`src/rtl/sc_speedtick_controller_if.sv`:
```
// Counter-side bus of the speed-tick controller:
// counter value in, active-low upcount/clear out.
interface sc_speedtick_controller_if #(
    parameter int DATAWIDTH = 23
);
    logic [DATAWIDTH-1:0] SC_SPEEDTICK_count_InBUS;
    logic                 SC_SPEEDTICK_upcount_OutLow;
    logic                 SC_SPEEDTICK_clear_OutLow;

    modport master (
        input  SC_SPEEDTICK_count_InBUS,
        output SC_SPEEDTICK_upcount_OutLow,
        output SC_SPEEDTICK_clear_OutLow
    );

    modport slave (
        output SC_SPEEDTICK_count_InBUS,
        input  SC_SPEEDTICK_upcount_OutLow,
        input  SC_SPEEDTICK_clear_OutLow
    );
endinterface

```
`src/rtl/sc_speedtick_controller.sv`:
```
// Programmable-period pace generator driving a free-running
// counter; emits one tick every BASE_LIMIT>>level cycles.
module sc_speedtick_controller #(
    parameter int DATAWIDTH   = 23,
    parameter int LEVEL_WIDTH = 3,
    parameter int BASE_LIMIT  = 4000000
) (
    input  logic                   SC_SPEEDTICK_CLOCK_50,
    input  logic                   SC_SPEEDTICK_RESET_InLow,
    input  logic                   SC_SPEEDTICK_start_InLow,
    input  logic                   SC_SPEEDTICK_pause_InLow,
    input  logic                   SC_SPEEDTICK_stop_InLow,
    input  logic                   SC_SPEEDTICK_levelup_InLow,
    sc_speedtick_controller_if.master cnt_bus,
    output logic                   SC_SPEEDTICK_tick_OutHigh,
    output logic [LEVEL_WIDTH-1:0] SC_SPEEDTICK_level_OutBUS,
    output logic                   SC_SPEEDTICK_running_OutHigh
);
    localparam int MAX_LEVEL = (1 << LEVEL_WIDTH) - 1;
    localparam logic [DATAWIDTH-1:0] BASE = DATAWIDTH'(BASE_LIMIT);
    localparam logic [LEVEL_WIDTH-1:0] LVL_MAX = LEVEL_WIDTH'(MAX_LEVEL);

    // Shortest period must still be at least two cycles, and the
    // base period must be representable on the counter bus.
    if (!(((BASE_LIMIT >> MAX_LEVEL) >= 2) &&
          (longint'(BASE_LIMIT) < (64'd1 << DATAWIDTH)))) begin : g_bad_cfg
        $error("sc_speedtick_controller: bad BASE_LIMIT");
    end

    typedef enum logic [1:0] {
        S_IDLE,
        S_RUN,
        S_PAUSE
    } state_t;

    state_t                 state_q, state_d;
    logic [LEVEL_WIDTH-1:0] level_q, level_d;
    logic                   tick_q, tick_d;
    logic                   lvl_q;

    logic [DATAWIDTH-1:0]   limit;
    logic [DATAWIDTH-1:0]   limit_m1;
    logic                   terminal;
    logic                   lvl_fall;
    logic                   stop_n;

    assign stop_n   = SC_SPEEDTICK_stop_InLow;
    assign limit    = BASE >> level_q;
    assign limit_m1 = limit - DATAWIDTH'(1);
    // >= so a shortened period never lets the counter overrun
    assign terminal = (cnt_bus.SC_SPEEDTICK_count_InBUS >= limit_m1);
    assign lvl_fall = lvl_q & ~SC_SPEEDTICK_levelup_InLow;

    // Registered state, tick, level and levelup edge history
    always_ff @(posedge SC_SPEEDTICK_CLOCK_50) begin
        if (!SC_SPEEDTICK_RESET_InLow) begin
            state_q <= S_IDLE;
            level_q <= '0;
            tick_q  <= 1'b0;
            lvl_q   <= 1'b1;
        end else begin
            state_q <= state_d;
            level_q <= level_d;
            tick_q  <= tick_d;
            lvl_q   <= SC_SPEEDTICK_levelup_InLow;
        end
    end

    // Sequencing FSM and counter drive; upcount and clear never both low
    always_comb begin
        state_d = state_q;
        tick_d  = 1'b0;
        cnt_bus.SC_SPEEDTICK_upcount_OutLow = 1'b1;
        cnt_bus.SC_SPEEDTICK_clear_OutLow   = 1'b1;
        unique case (state_q)
            S_IDLE: begin
                cnt_bus.SC_SPEEDTICK_clear_OutLow = 1'b0;
                if (stop_n && !SC_SPEEDTICK_start_InLow)
                    state_d = S_RUN;
            end
            S_RUN: begin
                if (!stop_n)
                    state_d = S_IDLE;
                else if (!SC_SPEEDTICK_pause_InLow)
                    state_d = S_PAUSE;
                if (terminal || !stop_n)
                    cnt_bus.SC_SPEEDTICK_clear_OutLow = 1'b0;
                else
                    cnt_bus.SC_SPEEDTICK_upcount_OutLow = 1'b0;
                tick_d = terminal & stop_n;
            end
            S_PAUSE: begin
                if (!stop_n) begin
                    state_d = S_IDLE;
                    cnt_bus.SC_SPEEDTICK_clear_OutLow = 1'b0;
                end else if (SC_SPEEDTICK_pause_InLow) begin
                    state_d = S_RUN;
                end
            end
            default: begin
                state_d = S_IDLE;
                cnt_bus.SC_SPEEDTICK_clear_OutLow = 1'b0;
            end
        endcase
    end

    // Level: stop clears, levelup edge outside IDLE saturates upward
    always_comb begin
        level_d = level_q;
        if (!stop_n)
            level_d = '0;
        else if (lvl_fall && (state_q != S_IDLE) && (level_q != LVL_MAX))
            level_d = level_q + LEVEL_WIDTH'(1);
    end

    assign SC_SPEEDTICK_tick_OutHigh    = tick_q;
    assign SC_SPEEDTICK_level_OutBUS    = level_q;
    assign SC_SPEEDTICK_running_OutHigh = (state_q != S_IDLE);
endmodule

```
`src/flat_wrapper.sv`:
```
// flat-port wrapper written by rule: the top's interface ports become plain ports
module sc_speedtick_controller_flat 
#(
    parameter int DATAWIDTH   = 23,
    parameter int LEVEL_WIDTH = 3,
    parameter int BASE_LIMIT  = 4000000
)
  (SC_SPEEDTICK_CLOCK_50, SC_SPEEDTICK_RESET_InLow, SC_SPEEDTICK_start_InLow, SC_SPEEDTICK_pause_InLow, SC_SPEEDTICK_stop_InLow, SC_SPEEDTICK_levelup_InLow, SC_SPEEDTICK_tick_OutHigh, SC_SPEEDTICK_level_OutBUS, SC_SPEEDTICK_running_OutHigh, cnt_bus_SC_SPEEDTICK_count_InBUS, cnt_bus_SC_SPEEDTICK_upcount_OutLow, cnt_bus_SC_SPEEDTICK_clear_OutLow);
  sc_speedtick_controller_if #(.DATAWIDTH(DATAWIDTH)) cnt_bus_i ();
  input  logic SC_SPEEDTICK_CLOCK_50;
  input  logic SC_SPEEDTICK_RESET_InLow;
  input  logic SC_SPEEDTICK_start_InLow;
  input  logic SC_SPEEDTICK_pause_InLow;
  input  logic SC_SPEEDTICK_stop_InLow;
  input  logic SC_SPEEDTICK_levelup_InLow;
  output logic SC_SPEEDTICK_tick_OutHigh;
  output logic [LEVEL_WIDTH-1:0] SC_SPEEDTICK_level_OutBUS;
  output logic SC_SPEEDTICK_running_OutHigh;
  input wire logic [$bits(cnt_bus_i.SC_SPEEDTICK_count_InBUS)-1:0] cnt_bus_SC_SPEEDTICK_count_InBUS;
  output wire logic [$bits(cnt_bus_i.SC_SPEEDTICK_upcount_OutLow)-1:0] cnt_bus_SC_SPEEDTICK_upcount_OutLow;
  output wire logic [$bits(cnt_bus_i.SC_SPEEDTICK_clear_OutLow)-1:0] cnt_bus_SC_SPEEDTICK_clear_OutLow;
  assign cnt_bus_i.SC_SPEEDTICK_count_InBUS = cnt_bus_SC_SPEEDTICK_count_InBUS;
  assign cnt_bus_SC_SPEEDTICK_upcount_OutLow = cnt_bus_i.SC_SPEEDTICK_upcount_OutLow;
  assign cnt_bus_SC_SPEEDTICK_clear_OutLow = cnt_bus_i.SC_SPEEDTICK_clear_OutLow;
  sc_speedtick_controller #(.DATAWIDTH(DATAWIDTH), .LEVEL_WIDTH(LEVEL_WIDTH), .BASE_LIMIT(BASE_LIMIT)) u_core (.SC_SPEEDTICK_CLOCK_50(SC_SPEEDTICK_CLOCK_50), .SC_SPEEDTICK_RESET_InLow(SC_SPEEDTICK_RESET_InLow), .SC_SPEEDTICK_start_InLow(SC_SPEEDTICK_start_InLow), .SC_SPEEDTICK_pause_InLow(SC_SPEEDTICK_pause_InLow), .SC_SPEEDTICK_stop_InLow(SC_SPEEDTICK_stop_InLow), .SC_SPEEDTICK_levelup_InLow(SC_SPEEDTICK_levelup_InLow), .cnt_bus(cnt_bus_i), .SC_SPEEDTICK_tick_OutHigh(SC_SPEEDTICK_tick_OutHigh), .SC_SPEEDTICK_level_OutBUS(SC_SPEEDTICK_level_OutBUS), .SC_SPEEDTICK_running_OutHigh(SC_SPEEDTICK_running_OutHigh));
endmodule
```
`config.mk`:
```
export PLATFORM = sky130hd
export DESIGN_NAME = sc_speedtick_controller_flat
export DESIGN_NICKNAME = d
export VERILOG_FILES = /design/src/rtl/sc_speedtick_controller_if.sv /design/src/rtl/sc_speedtick_controller.sv /design/src/flat_wrapper.sv
export SDC_FILE = /design/constraint.sdc
export NUM_CORES = 1
export LEC_CHECK = 0
export CORE_ASPECT_RATIO = 0.6
export CORE_MARGIN = 1.5
export CORE_UTILIZATION = 40
export DETAILED_ROUTE_END_ITERATION = 10
export GPL_ROUTABILITY_DRIVEN = 0
export PLACE_DENSITY = 0.68
export RECOVER_POWER = 50
export SYNTH_ARGS = -nofsm -noshare
export SYNTH_HDL_FRONTEND = slang
export SYNTH_SLANG_ARGS = --single-unit
```
`constraint.sdc`:
```
create_clock -name SC_SPEEDTICK_CLOCK_50 -period 5.8 [get_ports SC_SPEEDTICK_CLOCK_50]
set_clock_uncertainty 0.05 [all_clocks]
set_input_delay 0.58 -clock SC_SPEEDTICK_CLOCK_50 [delete_from_list [all_inputs] [get_ports SC_SPEEDTICK_CLOCK_50]]
set_output_delay 0.58 -clock SC_SPEEDTICK_CLOCK_50 [all_outputs]
set_load 0.01 [all_outputs]
```
==> reports/results.tsv <==
metric	value	unit
synthesized flop and latch total	7	
Die X	79.2	microns
Cells after Synth	183	
Max Clk Rate	192	MHz
Async SR Flop Fraction	0	%
Synth Cell Area	1390	sq um
TritonCTS clock tree	yes	
Bufs on Longest Clock Path	2	
crit path buf inv count	2	
CP max-delay cell	clkbuf_1	
synth warn	0	
crit-path cells	clkbuf_1 -> nor2b_1 -> nor4b_4 -> nand2_1 -> mux2i_1 -> a21oi_1 -> ha_1 -> and4_1 -> a2111oi_0 -> o211ai_1 -> or2_2 -> clkdlybuf4s50_1	
fin. max-slew vios	0	
Slew @ Worst Pin	1070	ps
peak supply drop	0.198	mV
Via-to-Cell Ratio	5.26	
Critical Path End Type	primary output	
most frequent cells in the layout	ha_1, clkdlybuf4s50_1, nor2_1, a21oi_1, nand2_1	
final wirelength	3.40	mm
Clock Latency Late Sink	230	ps
DR iter-0 viols	159	
TritonCTS buffer count	3	
pin count of the biggest net entering global routing	30	
n_diodes	0	
root buffer cell	clkbuf_8	
PortBufs	35	
Setup-failing EPs final	0	
vias in the first global route	1300	
power per standard cell area	114	nW/um^2
Top Family by Delay on Critical Path	simple AND/OR/NAND/NOR gates	
IO Pins	36	
Resize count post-CTS	0	
min Tclk post-route	5210	ps
antenna violations before repair	0	
Initial DRT Pass Iterations	4	
Post-synth EDFFs	0	
hold_buf cts	0	
commonest non-fill, non-tap cell in the layout	ha_1	
dpl hpwl	2.89	mm
Max Cap Viol	0	
part of the Yosys area used for sequential elements	10.1	%
first-pass GRT wire length	5.93	mm
Syn Area/Cell	7.62	sq um
Leak Pwr	0.831	nW
Num Clock Sinks	7	
die outline height	48.7	microns
CP arrival	4580	ps
Post-synth top flop	dfxtp_1	
total chip power	0.210	mW
relative slew slack	28.8	%
Post-Synthesis Net Count	247	
layout cells sized above 1	5.91	%
antenna-violating nets left	0	
Rows	16	
WL per Instance	12.8	microns
drt drc	0	
via count	1394	
status	finished clean	
Congestion Overflow GR	0	
Die ar.	3860	sq um
initial core utilization	42.5	%
GRT Total Usage	19.0	%
HP Class	reg -> reg	
Setup TNS	0	ps
Layout Area Growth over Synthesis	32.1	%
CP startpoint kind	register	
CORE AREA	3280	sq um
Worst-path clk slew	40	ps
Crit Path Max Fanout	29	
# Post-CTS Setup Buffers	0	
Crit path required time	5170	ps
period utilization	89.9	%
unrepaired setup endpoints after global routing	false	
H-tree depth	1	
count of different cell masters after synthesis	37	
Max stage delay on crit path	800	ps
nets	285	
kind of critical path	reg -> out	
final hold viol count	0	
## routing by layer
metal | wire length (microns) | GRT usage [%]
met1 | 1750 | 28.4
met2 | 1400 | 29.2
met3 | 236 | 3.21
met5 | 0 | 0
met4 | 8 | 2.05
## state kept, by name (all words and copies together), names as in the netlist
signal,count
u_core.SC_SPEEDTICK_level_OutBUS,3
u_core.SC_SPEEDTICK_tick_OutHigh,1
u_core.lvl_q,1
u_core.state_q,2
## per-stage QoR
stage	utilization, %	worst slack, ps	cells	hold slack [ps]	area, sq um
floorplan	-	1450	183	575	1390
global placement	54.8	976	261	562	1800
detailed placement	54.8	882	261	577	1800
CTS	56.2	618	265	586	1850
global route	56.1	303	265	618	1840
finish	56.1	587	265	580	1840
## area by class of cell
cell class                 count  area (sq um)
fill                         317          1440
tap                           45          56.3
sequential                     7           140
multi-input combinational    163          1200
inverter                       9          33.8
clock inverter                 1          5.00
clock buffer                   3          41.3
timing repair buffer          37           362
## worst min-delay path, cell delays in order (launching register included)
cell	delay, ps
dfxtp_1	330
ha_1	140
a21oi_1	60
nor2_1	70
## cells by family (layout without fill, tap and decap cells)
group                      count (synthesis)  after routing  synth area share [%]
and+or+nand+nor                           72             72                  27.8
AOI/OAI and AO/OA                         43             43                  18.8
adders and majority gates                 35             35                  31.4
buffers and inverters                     13             50                  3.59
xor gates and xnor gates                   8              8                  5.03
DFF                                        7              7                  10.1
muxes                                      4              4                  3.05
other                                      1              1                 0.269
## worst paths after layout
check	slack (ps)	end	from	depth (start not counted)
setup / recovery	590	cnt_bus_SC_SPEEDTICK_upcount_OutLow	u_core.SC_SPEEDTICK_level_OutBUS[2]	12
hold / removal	580	u_core.SC_SPEEDTICK_level_OutBUS[2]	u_core.SC_SPEEDTICK_level_OutBUS[2]	3
hold reg to reg	580	u_core.SC_SPEEDTICK_level_OutBUS[2]	u_core.SC_SPEEDTICK_level_OutBUS[2]	3
setup reg to reg	1820	u_core.SC_SPEEDTICK_tick_OutHigh	u_core.SC_SPEEDTICK_level_OutBUS[2]	11
## where the power goes
group	switching (mW)	leakage [nW]	internal [mW]
Combinational	0.0408	0.748	0.0469
Sequential	0.00191	0.0570	0.0511
Clock	0.0228	0.0255	0.0466
Total	0.0656	0.831	0.145
## Yosys cell counts, drive strengths merged, types with 3 or more instances
| master | instances | area (sq um) |
|---|---|---|
| nor2b | 7 | 43.8 |
| and4 | 3 | 26.3 |
| dfxtp | 7 | 140 |
| a211oi | 4 | 30.0 |
| nand3 | 4 | 20.0 |
| nor4b | 3 | 56.3 |
| o21ai | 7 | 35.0 |
| nand2b | 3 | 18.8 |
| nor2 | 23 | 88.8 |
| nand4 | 3 | 18.8 |
| nand2 | 19 | 71.3 |
| clkbuf | 3 | 12.5 |
| ha | 35 | 438 |
| a21oi | 21 | 105 |
| xnor2 | 6 | 52.6 |
| or2 | 3 | 18.8 |
| inv | 9 | 33.8 |
Power figures use the tool's default switching activity.
